`config.mk`:
```
export PLATFORM = sky130hd
export DESIGN_NAME = freq_meas8
export DESIGN_NICKNAME = d
export VERILOG_FILES = /design/src/rtl/freq_meas8.sv
export SDC_FILE = /design/constraint.sdc
export NUM_CORES = 1
export LEC_CHECK = 0
export BUFFER_PORTS_ARGS = -buffer_cell sky130_fd_sc_hd__buf_2
export CORE_UTILIZATION = 30
export CTS_CLUSTER_SIZE = 20
export DETAILED_ROUTE_END_ITERATION = 10
export GPL_ROUTABILITY_DRIVEN = 0
export GPL_TIMING_DRIVEN = 1
export PLACE_DENSITY = 0.56
export SYNTH_ARGS = -nofsm -noshare
export SYNTH_HDL_FRONTEND = slang
export SYNTH_SLANG_ARGS = --single-unit
```
`constraint.sdc`:
```
create_clock -name clock -period 1.45 [get_ports clock]
set_clock_uncertainty 0.15 [all_clocks]
set_input_delay 0.145 -clock clock [delete_from_list [all_inputs] [get_ports clock]]
set_output_delay 0.145 -clock clock [all_outputs]
set_load 0.03 [all_outputs]
```
`src/rtl/freq_meas8.sv`:
```
// Period meter: counts clock cycles between rising edges of the asynchronous clockin.
// Build option: PERIOD_AVG_EN reports the truncated mean of four consecutive periods.
module freq_meas8 (
  input  logic       clock,
  input  logic       reset_n,
  input  logic       clockin,
  output logic [7:0] dataout,
  output logic       valid,
  output logic       overflow
);

  typedef enum logic [1:0] {
    IDLE  = 2'd0,
    COUNT = 2'd1,
    OVF   = 2'd2
  } state_e;

  state_e     state_q;
  logic [2:0] sync_q;
  logic       edge_w;
  logic [1:0] edge_dly_q;
  logic       edge_act_w;
  logic [7:0] cnt_q;
  logic [7:0] cnt_d;
  logic [7:0] dataout_q;
  logic       valid_q;
  logic       overflow_q;

`ifdef PERIOD_AVG_EN
  logic [9:0] acc_q;
  logic [1:0] phase_q;
  logic [9:0] avg_sum_w;

  assign avg_sum_w = acc_q + {2'b00, cnt_q};
`endif

  // sync_q[1:0] is the two-flop synchronizer, sync_q[2] the edge-detect flop
  assign edge_w     = sync_q[1] & ~sync_q[2];
  // Two delay stages on the detected edge give valid on the 4th clock after sampling
  assign edge_act_w = edge_dly_q[1];

  always_ff @(posedge clock or negedge reset_n) begin
    if (!reset_n) begin
      sync_q     <= '0;
      edge_dly_q <= '0;
    end else begin
      sync_q     <= {sync_q[1:0], clockin};
      edge_dly_q <= {edge_dly_q[0], edge_w};
    end
  end

  always_comb begin
    cnt_d = cnt_q;
    if (edge_act_w)
      cnt_d = 8'd1;
    else if (cnt_q != 8'hFF)
      cnt_d = cnt_q + 8'd1;
  end

  always_ff @(posedge clock or negedge reset_n) begin
    if (!reset_n)
      cnt_q <= '0;
    else
      cnt_q <= cnt_d;
  end

  always_ff @(posedge clock or negedge reset_n) begin
    if (!reset_n) begin
      state_q    <= IDLE;
      dataout_q  <= '0;
      valid_q    <= 1'b0;
      overflow_q <= 1'b0;
`ifdef PERIOD_AVG_EN
      acc_q      <= '0;
      phase_q    <= '0;
`endif
    end else begin
      valid_q <= 1'b0;
      case (state_q)
        IDLE: begin
          if (edge_act_w)
            state_q <= COUNT;
        end
        COUNT: begin
          // An edge coinciding with saturation is a valid 255-cycle period
          if (edge_act_w) begin
`ifdef PERIOD_AVG_EN
            if (phase_q == 2'd3) begin
              dataout_q <= avg_sum_w[9:2];
              valid_q   <= 1'b1;
              acc_q     <= '0;
              phase_q   <= '0;
            end else begin
              acc_q   <= avg_sum_w;
              phase_q <= phase_q + 2'd1;
            end
`else
            dataout_q <= cnt_q;
            valid_q   <= 1'b1;
`endif
          end else if (cnt_q == 8'hFF) begin
            state_q    <= OVF;
            dataout_q  <= 8'hFF;
            valid_q    <= 1'b1;
            overflow_q <= 1'b1;
`ifdef PERIOD_AVG_EN
            acc_q      <= '0;
            phase_q    <= '0;
`endif
          end
        end
        OVF: begin
          // The edge leaving OVF closes an unmeasurable period, so it is not reported
          if (edge_act_w) begin
            state_q    <= COUNT;
            overflow_q <= 1'b0;
          end
        end
        default: state_q <= IDLE;
      endcase
    end
  end

  assign dataout  = dataout_q;
  assign valid    = valid_q;
  assign overflow = overflow_q;

endmodule

```
# [Word level (Yosys, flattened, before mapping)]
# Cells that the tools add are included.
[op_classes] n_bitwise=2 add_sub_neg=1 muxes=15 reduce_logical=8 n_eq_ne=8
[op_table] operator="two-way mux 8 bit" count=4
[op_table] operator="adder 8 x 1 -> 8 bit (second input constant)" count=1
[op_table] operator="== test 8 bit (second input constant)" count=1
[op_table] operator="inequality test 8 bit (second input constant)" count=1
[op_table] operator="two-way mux 1 bit" count=6
[op_table] operator="two-way mux 2 bit" count=3
[op_table] operator="inequality test 2 bit (second input constant)" count=3
[op_table] operator="nonzero test 2 bit" count=3
[op_table] operator="case mux 2 bit (2 select lines)" count=1
[op_table] operator="AND reduction 4 bit" count=1
[op_table] operator="AND reduction 3 bit" count=1
[op_table] operator="== test 2 x 1 -> 1 bit (second input constant)" count=1
[op_table] operator="== test 2 bit (second input constant)" count=1
[op_table] operator="zero test 2 bit" count=1
[op_table] operator="inequality test 2 x 1 -> 1 bit (second input constant)" count=1
[op_table] operator="case mux 1 bit (2 select lines)" count=1
[op_table] operator="AND reduction 2 bit" count=1
[op_table] operator="OR reduction 2 bit" count=1
[op_table] operator="bitwise AND 1 bit" count=1
[op_table] operator="NOT 1 bit" count=1
[totals] regBits=25 output_inout_bits=10 inputBits=3

# [Logic depth before layout (Yosys ltp)]
# Gate-level depths: netlist of the first run.
[logic_depth] ltp_word=4 mapped_depth=6 depth_no_buf=4

# [Worst setup path after synthesis of the first run]
# No wires, ideal clock.
[synth_path] path_kind="register to register" start="register cnt_q[0]" end="register cnt_q[6]" t_arrival_ns=1.338 setup_slack_ns=-0.124 path_buffers=1 setup_ns=0.086 stages_incl_launch_ff=6 cell_sequence="dfrtp_1 -> ha_1 -> and4_1 -> buf_6 -> and4_1 -> nor3_1"
[synth_via] elab_chain_len=3 word_cells_on_any_way=5 classes_between="add/sub (1); eq/ne (1); mux (2); reduce/logical (1)"
[synth_rtl] item="from (decl)" line="23" rtl="logic [7:0] cnt_q;"
[synth_rtl] item="from (signal assigned)" line="64" rtl="cnt_q <= cnt_d;"
[synth_rtl] item="adder 8 x 1 -> 8 bit" line="57" rtl="cnt_d = cnt_q + 8'd1;"
[synth_rtl] item="two-way mux 8 bit" line="56" rtl="else if (cnt_q != 8'hFF)"
[synth_rtl] item="two-way mux 8 bit" line="54" rtl="if (edge_act_w)"
# Several ways; a longest one is shown, not always the timed one. The select of a mux whose other input is x is not followed.
# A chain may end at the register's enable or synchronous reset.

# [Worst setup path after layout of the first run]
[layout_path] start="register cnt_q[0]" end="register cnt_q[0]"
# The elaborated chain is that of the path after synthesis.

==> impl_metrics.py, run 1 <==
metrics = {
    "synth": {
        "synth_top_area_cell": "dfrtp_1",
        "ys_ff_latch": 25,
        "yosys.area_share.simple_pct": 15.70,
        "synth_fa_ha_area_share_pct": 1.163,
        "synth_top_area_share_pct": 58.14,
        "synth_edf_count": 0,
        "ys_seq_area_share_pct": 58.14,
        "synth.distinct_cells": 25,
        "avgSynthCellArea_um2": 10.55,
        "synth_top_family_by_area": "compound AO/OA/AOI/OAI gates",
        "synthesis.area_mm2": 0.001076,
        "yosys.area_share.xor_xnor_pct": 0,
        "synth_area_leaders": "dfrtp_1, a21oi_1, o22ai_1",
        "async_flop_share_pct": 100.0,
        "synth-compound-area-share_pct": 19.65,
        "ys.flop_type": "dfrtp_1",
        "syn_inst": 102,
        "synth_warnings": 0,
        "synth_nets": 106,
        "synth_mux_area_share_pct": 0,
    },
    "worst_setup_path": {
        "r2r_setup_slack_ns": 0.01,
        "reg2regPathDepth": 5,
        "required_ns": 1.49,
        "crit_start": "cnt_q[0]",
        "r2r-end": "cnt_q[0]",
        "crit_slowest_cell": "dfrtp_1",
        "rr_startpoint": "cnt_q[0]",
        "max_stage_delay_ns": 0.38,
        "path_cells": "ha_2 -> buf_4 -> nand4_1 -> nor3_2 -> o21ai_1",
        "crit_end": "cnt_q[0]",
        "end_kind": "flip-flop",
        "crit_fanout": 4,
        "path_class": "flip-flop to flip-flop",
        "cp-start-kind": "flip-flop",
        "arrival_ns": 1.48,
    },
    "finish": {
        "design_area_mm2": 0.001355,
        "final_common_cell": "dfrtp_1",
        "fin_cells": 172,
        "antenna-diode-count": 0,
        "syn_to_final_growth_pct": 25.93,
        "post-route-util_pct": 39.98,
        "layout_common_cells": "dfrtp_1, buf_2, buf_4",
        "nNetsFinal": 131,
        "drive_gt1_share_pct": 34.92,
    },
    "status": {
        "status": "completed",
    },
    "detailed_routing": {
        "drc": 0,
        "drtIter0Drc": 61,
        "routed_via_density": 5.151,
        "routedWlPerCell_um": 14.01,
        "first_pass_iters": 4,
        "antenna_left": 0,
        "num_vias": 886,
        "drt_wl_total_mm": 2.410,
    },
    "floorplanning": {
        "die-height_um": 61.89,
        "die_x_um": 61.89,
        "ios": 13,
        "row_count": 21,
        "die_area_mm2": 0.003830,
        "coreArea_mm2": 0.003390,
        "start_util_pct": 31.75,
    },
    "timing": {
        "finalSetupViolations": 0,
        "hold_viol_final": 0,
        "hold_slack_ns": 0.1686,
        "rsz0062_at_grt": "true",
        "min_period_ns": 1.439,
        "fmax_ghz": 0.6951,
        "fin_ws_ns": 0.01143,
        "finalSetupTns_ns": 0,
        "slew_viol_final": 0,
        "worst_slew_pin_slew_ns": 0.5444,
        "max_slew_margin_pct": 63.71,
        "period_share_pct": 99.21,
    },
    "clocking": {
        "htreeDepth": 1,
        "clk_pin_slew_ns": 0.14,
        "insertion_delay_ns": 0.31,
        "clock_sinks": 25,
        "tritoncts": "built",
        "cts.path.max_buffers": 2,
        "numCtsBuffers": 3,
        "clockRootBuffer": "clkbuf_4",
    },
    "placed_design": {
        "port_buffers": 12,
        "hpwl_mm": 1.617,
        "dp.cells": 165,
        "postPlaceCellArea_mm2": 0.001240,
        "preCtsSetupSlack_ns": -0.08964,
    },
    "pwr": {
        "leakagePower_nw": 0.5951,
        "total_power_mw": 1.700,
        "peakVddDrop_mv": 0.2810,
        "power_density_mw_per_mm2": 1255,
    },
    "min_path": {
        "min_path_type": "input pin to asynchronous set/reset pin",
    },
    "grt": {
        "grt_usage_pct": 13.76,
        "antenna_found_initial": 0,
        "grt_pass1_vias": 836,
        "grt_overflow": 0,
        "grt_pass1_wl_mm": 3.829,
        "grt_max_degree": 26,
    },
    "flow_run": {
        "max-cap-violations": 0,
    },
}
cell type report:
type / count / area [um2]
sequential: 25 / 625.6
inverter: 3 / 11.26
tap: 46 / 57.56
clock buffer: 4 / 26.28
multi-input combinational: 67 / 449.2
timing repair buffer: 27 / 185.2
fill: 342 / 2034
worst min-delay path by stage:
| stage | start | to | slack (ns) | cells past startpoint |
|---|---|---|---|---|
| final | reset_n | dataout[2] | 0.17 | 2 |
| after global routing | edge_dly_q[0] | edge_dly_q[1] | 0.23 | 0 |
| after CTS | reset_n | dataout[2] | 0.19 | 2 |
| after detailed placement | reset_n | dataout[2] | 0.02 | 1 |
| after global placement | reset_n | dataout[4] | 0.009 | 1 |
| after floorplan | reset_n | cnt_q[0] | -0.30 | 0 |
flip-flops by register name, summed over array words and instances (netlist names):
signal,count
edge_dly_q,2
state_q,2
sync_q,3
valid,1
dataout,8
cnt_q,8
overflow,1
metal layers:
metal / track usage, % / part of all wire (%) / vias up / wire (um)
li1: - / - / 424 / -
met1: 16.34 / 45 / 451 / 1080
met2: 24.88 / 53 / 9 / 1271
met3: 1.863 / 1.3 / 2 / 31
met4: 5.714 / 1.1 / 0 / 27
met5: 0 / 0 / - / 0
critical path: cells and delay by family, from the launching register on:
kind	cells	cell delay, ns
adder cells (fa/ha/maj)	1	0.19
buffers and inverters	1	0.12
flip-flops	1	0.38
AO/OA/AOI/OAI	1	0.09
AND/OR/NAND/NOR	2	0.40
synthesized netlist by cell type, types with 2 or more instances:
master and count:
buf_6 2, a31oi_1 3, inv_1 3, buf_2 4
dfrtp_1 25, o22ai_1 8, a311oi_1 2, nand3_1 4
o21ai_0 6, nor2_1 9, nor3_1 4, and3_1 3
nand4_1 2, a21oi_1 13, and4_1 3, nor2b_1 2
power breakdown:
group,internal [mW],switching [mW]
sequential,0.800,0.0713
clock,0.107,0.200
combinational,0.205,0.317
total,1.11,0.588
timing repair:
| item | 4_1_cts | 5_1_grt |
|---|---|---|
| setup buffers | 0 | 1 |
| endpoints found under the setup margin | 15 | 17 |
| endpoints found under the hold margin | 26 | 0 |
| hold buffers | 2 | 0 |
| resized for setup | 2 | 19 |
| pin swaps | 0 | 6 |
logic make-up after synthesis:
logic type | Yosys count
buf+inv | 10
flops | 25
compound gates | 36
fa+ha+maj | 1
simple gates | 30
(Power assumes the default switching activity.)
==> inputs of run 2 (changes only) <==
--- a/config.mk
+++ b/config.mk
@@ -6,12 +6,15 @@
 export NUM_CORES = 1
 export LEC_CHECK = 0
 export BUFFER_PORTS_ARGS = -buffer_cell sky130_fd_sc_hd__buf_2
+export CELL_PAD_IN_SITES_DETAIL_PLACEMENT = 2
+export CELL_PAD_IN_SITES_GLOBAL_PLACEMENT = 2
 export CORE_UTILIZATION = 30
 export CTS_CLUSTER_SIZE = 20
 export DETAILED_ROUTE_END_ITERATION = 10
 export GPL_ROUTABILITY_DRIVEN = 0
 export GPL_TIMING_DRIVEN = 1
-export PLACE_DENSITY = 0.56
+export PLACE_DENSITY = 0.74
+export SETUP_SLACK_MARGIN = 0.1
 export SYNTH_ARGS = -nofsm -noshare
 export SYNTH_HDL_FRONTEND = slang
 export SYNTH_SLANG_ARGS = --single-unit
==> constraint.sdc (replaced) <==
create_clock -name clock -period 1.35 [get_ports clock]
set_clock_uncertainty 0.15 [all_clocks]
set_input_delay 0.135 -clock clock [delete_from_list [all_inputs] [get_ports clock]]
set_output_delay 0.135 -clock clock [all_outputs]
set_load 0.03 [all_outputs]
==> run 2 against run 1 <==
The flow now finishes with violations (negative setup slack). First-iteration DRC count decreased by 44%. Maximum frequency decreased by 3.5%. Worst hold slack improved by 0.020 ns.
==> impl_metrics.py, run 2 (synthesized netlist as in run 1, its figures left out) <==
metrics = {
    "worst_setup_path": {
        "crit_fanout": 8,
        "arrival_ns": 1.57,
        "path_class": "flip-flop to flip-flop",
        "required_ns": 1.43,
        "cp-start-kind": "flip-flop",
        "end_kind": "flip-flop",
    },
    "grt": {
        "grt_pass1_vias": 997,
        "grt_pass1_wl_mm": 4.843,
        "grt_usage_pct": 17.77,
        "grt_max_degree": 26,
        "antenna_found_initial": 0,
        "grt_overflow": 0,
    },
    "timing": {
        "fin_ws_ns": -0.1405,
        "finalSetupViolations": 17,
        "min_period_ns": 1.490,
        "worst_slew_pin_slew_ns": 0.5853,
        "hold_viol_final": 0,
        "hold_slack_ns": 0.1886,
        "max_slew_margin_pct": 60.98,
        "fmax_ghz": 0.6709,
        "slew_viol_final": 0,
        "rsz0062_at_grt": "true",
        "period_share_pct": 110.4,
    },
    "finish": {
        "layout_common_cells": "buf_4, dfrtp_1, nor2_1",
        "post-route-util_pct": 43.12,
        "drive_gt1_share_pct": 39.86,
        "final_common_cell": "buf_4",
        "syn_to_final_growth_pct": 35.81,
        "antenna-diode-count": 0,
        "nNetsFinal": 143,
    },
    "detailed_routing": {
        "drtIter0Drc": 34,
        "drc": 0,
        "num_vias": 984,
        "drt_wl_total_mm": 3.670,
        "routedWlPerCell_um": 19.95,
        "routed_via_density": 5.348,
        "first_pass_iters": 3,
        "antenna_left": 0,
    },
    "pwr": {
        "netSwitchingFraction_pct": 36.38,
        "total_power_mw": 2.047,
        "power_density_mw_per_mm2": 1400,
        "leakagePower_nw": 0.6568,
        "switchingPower_uw": 744.5,
        "power_frac_seq_pct": 46.8,
        "p_int_mw": 1.302,
        "peakVddDrop_mv": 0.3764,
        "combPwrFrac_pct": 35.9,
        "p_clk_share_pct": 17.4,
    },
    "floorplanning": {
        "die_x_um": 61.89,
        "ios": 13,
        "row_count": 21,
        "die_area_mm2": 0.003830,
        "die-height_um": 61.89,
        "start_util_pct": 31.75,
        "coreArea_mm2": 0.003390,
    },
    "status": {
        "status": "complete, but fails checks",
        "failed_checks": "negative setup slack",
    },
    "flow_run": {
        "max-cap-violations": 0,
    },
    "clocking": {
        "clockRootBuffer": "clkbuf_4",
        "cts.path.max_buffers": 2,
        "tritoncts": "built",
        "htreeDepth": 1,
        "numCtsBuffers": 3,
        "insertion_delay_ns": 0.32,
        "clock_sinks": 25,
        "clk_pin_slew_ns": 0.16,
    },
    "placed_design": {
        "hpwl_mm": 2.202,
        "port_buffers": 12,
    },
    "min_path": {
        "min_path_type": "input pin to asynchronous set/reset pin",
    },
}
[run 2: area by class of cell]
class / count / area, um2
fillers: 363 / 1928
inverters: 3 / 11.26
repair buffers: 39 / 290.3
well taps: 46 / 57.56
clock buffers: 4 / 26.28
flip-flops and latches: 25 / 625.6
multi-input cells: 67 / 450.4
[run 2: power groups by stage]
stage	Combinational (mW)	Clock (mW)	Sequential (mW)
floorplan	0.181	0	1.06
global placement	0.522	0	0.950
detailed placement	0.551	0	0.959
CTS	0.580	0.349	0.949
global route	0.793	0.382	0.970
finish	0.734	0.355	0.957
[run 2: metal layers]
metal	vias to the layer above	GRT usage [%]	wire length, um
met5	-	0	0
met4	0	8.254	50
met3	4	2.899	88
met2	17	31.95	1916
met1	516	20.56	1614
li1	447	-	-
[run 2: worst max-delay path, cell delays in order (launching register included)]
cell	delay, ns
dfrtp_1	0.41
buf_4	0.17
and3_1	0.28
a31oi_1	0.13
a311oi_2	0.25
[run 2: path summary, 6_finish.rpt]
kind / from / to / slack, ns / cells past startpoint
max: cnt_q[2] / cnt_q[5] / -0.14 / 4
min: reset_n / dataout[3] / 0.19 / 2
min in group clock: sync_q[0] / sync_q[1] / 0.22 / 0
min reg2reg: sync_q[0] / sync_q[1] / 0.22 / 0
max in group asynchronous: reset_n / cnt_q[5] / 0.46 / 2
max reg2reg: cnt_q[2] / cnt_q[5] / -0.14 / 4
[run 2: per-stage QoR]
stage          setup slack, ns  area [um2]  TNS (ns)  cells
3_5_place_dp           -0.2408        1255    -2.686    167
6_report               -0.1405        1461    -1.349    184
2_1_floorplan          -0.1389        1079    -1.543    102
4_1_cts               -0.09162        1340   -0.8613    175
3_3_place_gp           -0.1315        1255    -1.241    167
5_1_grt                -0.2253        1461    -2.788    184
[run 2: timing repair]
action                     4_1_cts  5_1_grt
pin swaps                        8        4
hold endpoints to repair        26        0
buffers inserted                 2        9
cloned                           0        0
setup endpoints to repair       20       26
resized for setup                8       19
hold buffers                     2        0
==> inputs of run 3 (changes only) <==
==> constraint.sdc (replaced) <==
create_clock -name clock -period 1.9 [get_ports clock]
set_clock_uncertainty 0.15 [all_clocks]
set_input_delay 0.19 -clock clock [delete_from_list [all_inputs] [get_ports clock]]
set_output_delay 0.19 -clock clock [all_outputs]
set_load 0.03 [all_outputs]
==> run 3 against run 2 <==
The flow now finishes without violations. Clock power fell by 31%. Worst hold slack improved by 0.035 ns. Via count fell by 12%. Worst setup slack gained 0.39 ns. Critical path type unchanged.
==> impl_metrics.py, run 3 (synthesized netlist as in run 1, its figures left out) <==
metrics = {
    "worst_setup_path": {
        "cp-start-kind": "flip-flop",
        "critPathTopFamily": "simple AND/OR/NAND/NOR gates",
        "path_class": "flip-flop to flip-flop",
        "max_stage_delay_ns": 0.38,
        "critPathBufInv": 0,
        "arrival_ns": 1.73,
        "rr_startpoint": "cnt_q[1]",
        "required_ns": 1.98,
        "crit_start": "cnt_q[1]",
        "crit_slowest_cell": "dfrtp_1",
        "crit_fanout": 11,
        "end_kind": "flip-flop",
        "path_cells": "ha_1 -> and4_2 -> nand2_4 -> a311oi_1",
    },
    "floorplanning": {
        "coreArea_mm2": 0.003390,
        "ios": 13,
        "die-height_um": 61.89,
        "die_x_um": 61.89,
        "start_util_pct": 31.75,
        "die_area_mm2": 0.003830,
        "row_count": 21,
    },
    "detailed_routing": {
        "drt_wl_total_mm": 2.780,
        "routedWlPerCell_um": 16.95,
        "first_pass_iters": 5,
        "met2_length_mm": 1.444,
        "antenna_left": 0,
        "num_vias": 862,
        "drc": 0,
        "routed_via_density": 5.256,
        "drtIter0Drc": 32,
        "met1_length_mm": 1.233,
        "dr_wl_met3_um": 68,
        "top_layer": "met4",
    },
    "pwr": {
        "power_frac_seq_pct": 54.0,
        "p_int_uw": 808.3,
        "power_density_mw_per_mm2": 1022,
        "netSwitchingFraction_pct": 35.84,
        "p_clk_share_pct": 19.3,
        "leakagePower_nw": 0.5471,
        "peakVddDrop_mv": 0.2163,
        "switchingPower_uw": 451.5,
        "combPwrFrac_pct": 26.6,
        "total_power_mw": 1.260,
    },
    "grt": {
        "grt_max_degree": 26,
        "grt_pass1_wl_mm": 4.491,
        "antenna_found_initial": 0,
        "grt_overflow": 0,
        "grt_pass1_vias": 917,
        "grt_usage_pct": 16.68,
    },
    "timing": {
        "finalSetupViolations": 0,
        "rsz0062_at_grt": "false",
        "finalSetupTns_ns": 0,
        "worst_slew_pin_slew_ns": 0.5919,
        "hold_viol_final": 0,
        "hold_slack_ns": 0.2234,
        "period_share_pct": 86.78,
        "max_slew_margin_pct": 60.54,
        "fmax_ghz": 0.6065,
        "min_period_ns": 1.649,
        "slew_viol_final": 0,
    },
    "clocking": {
        "clockRootBuffer": "clkbuf_4",
        "cts.path.max_buffers": 2,
        "clock_sinks": 25,
        "clk_pin_slew_ns": 0.14,
        "numCtsBuffers": 3,
        "htreeDepth": 1,
        "insertion_delay_ns": 0.32,
        "tritoncts": "built",
    },
    "status": {
        "status": "completed",
    },
    "placed_design": {
        "port_buffers": 12,
        "hpwl_mm": 1.938,
        "postPlaceCellArea_mm2": 0.001185,
    },
    "finish": {
        "syn_to_final_growth_pct": 14.53,
        "layout_common_cells": "dfrtp_1, a21oi_1, buf_2",
        "post-route-util_pct": 36.36,
        "nNetsFinal": 123,
        "drive_gt1_share_pct": 18.64,
        "design_area_mm2": 0.001232,
        "antenna-diode-count": 0,
        "final_common_cell": "dfrtp_1",
    },
    "flow_run": {
        "max-cap-violations": 0,
    },
    "min_path": {
        "hold_start": "sync_q[0]",
        "min_path_type": "flip-flop to flip-flop",
    },
}
run 3: cell count changes in the layout (fill, tap and decap cells not counted), sizes merged:
cell | previous run | this run
buf | 35 | 17
clkbuf | 6 | 4
run 3: layout make-up:
class / instances / area, um2
Timing Repair Buffer: 19 / 117.6
Fill cell: 375 / 2157
Multi-Input combinational cell: 67 / 394.1
Tap cell: 46 / 57.56
Inverter: 3 / 11.26
Clock buffer: 4 / 26.28
Sequential cell: 25 / 625.6
run 3: power by group through the flow:
stage	registers, mW	clock network [mW]	logic, mW
final	0.681	0.244	0.335
after detailed placement	0.693	0	0.334
after global placement	0.685	0	0.317
after CTS	0.682	0.254	0.338
after global routing	0.697	0.273	0.375
after floorplan	0.755	0	0.126
run 3: per-stage QoR:
step | std cells | worst slack (ns)
after global placement | 158 | 0.3128
after detailed placement | 158 | 0.2322
after CTS | 164 | 0.1728
final | 164 | 0.2513
after floorplan | 102 | 0.3263
after global routing | 164 | 0.1588
run 3: path summary, 6_finish.rpt:
kind	slack, ns	endpoint	cells after the start
setup reg to reg	0.25	cnt_q[5]	4
hold reg to reg	0.22	sync_q[1]	0
min in group asynchronous	0.24	dataout[3]	2
max in group asynchronous	0.97	dataout[1]	2
setup / recovery	0.25	cnt_q[5]	4
hold / removal	0.22	sync_q[1]	0
run 3: worst reg2reg max path, cell delays in order, from the launching register on:
cell,delay (ns)
dfrtp_1,0.38
ha_1,0.25
and4_2,0.38
nand2_4,0.14
a311oi_1,0.27
run 3: routing by layer:
metal / global-route usage, % / vias up
li1: - / 406
met1: 21.24 / 438
met2: 27.96 / 16
met3: 2.484 / 2
met4: 7.619 / 0
met5: 0 / -
run 3: timing repair:
item / 4_1_cts / 5_1_grt
setup buffers: 0 / 0
setup endpoints to repair: 0 / 1
gates resized for setup: 0 / 1
endpoints found under the hold margin: 26 / 0
hold buffers: 2 / 0
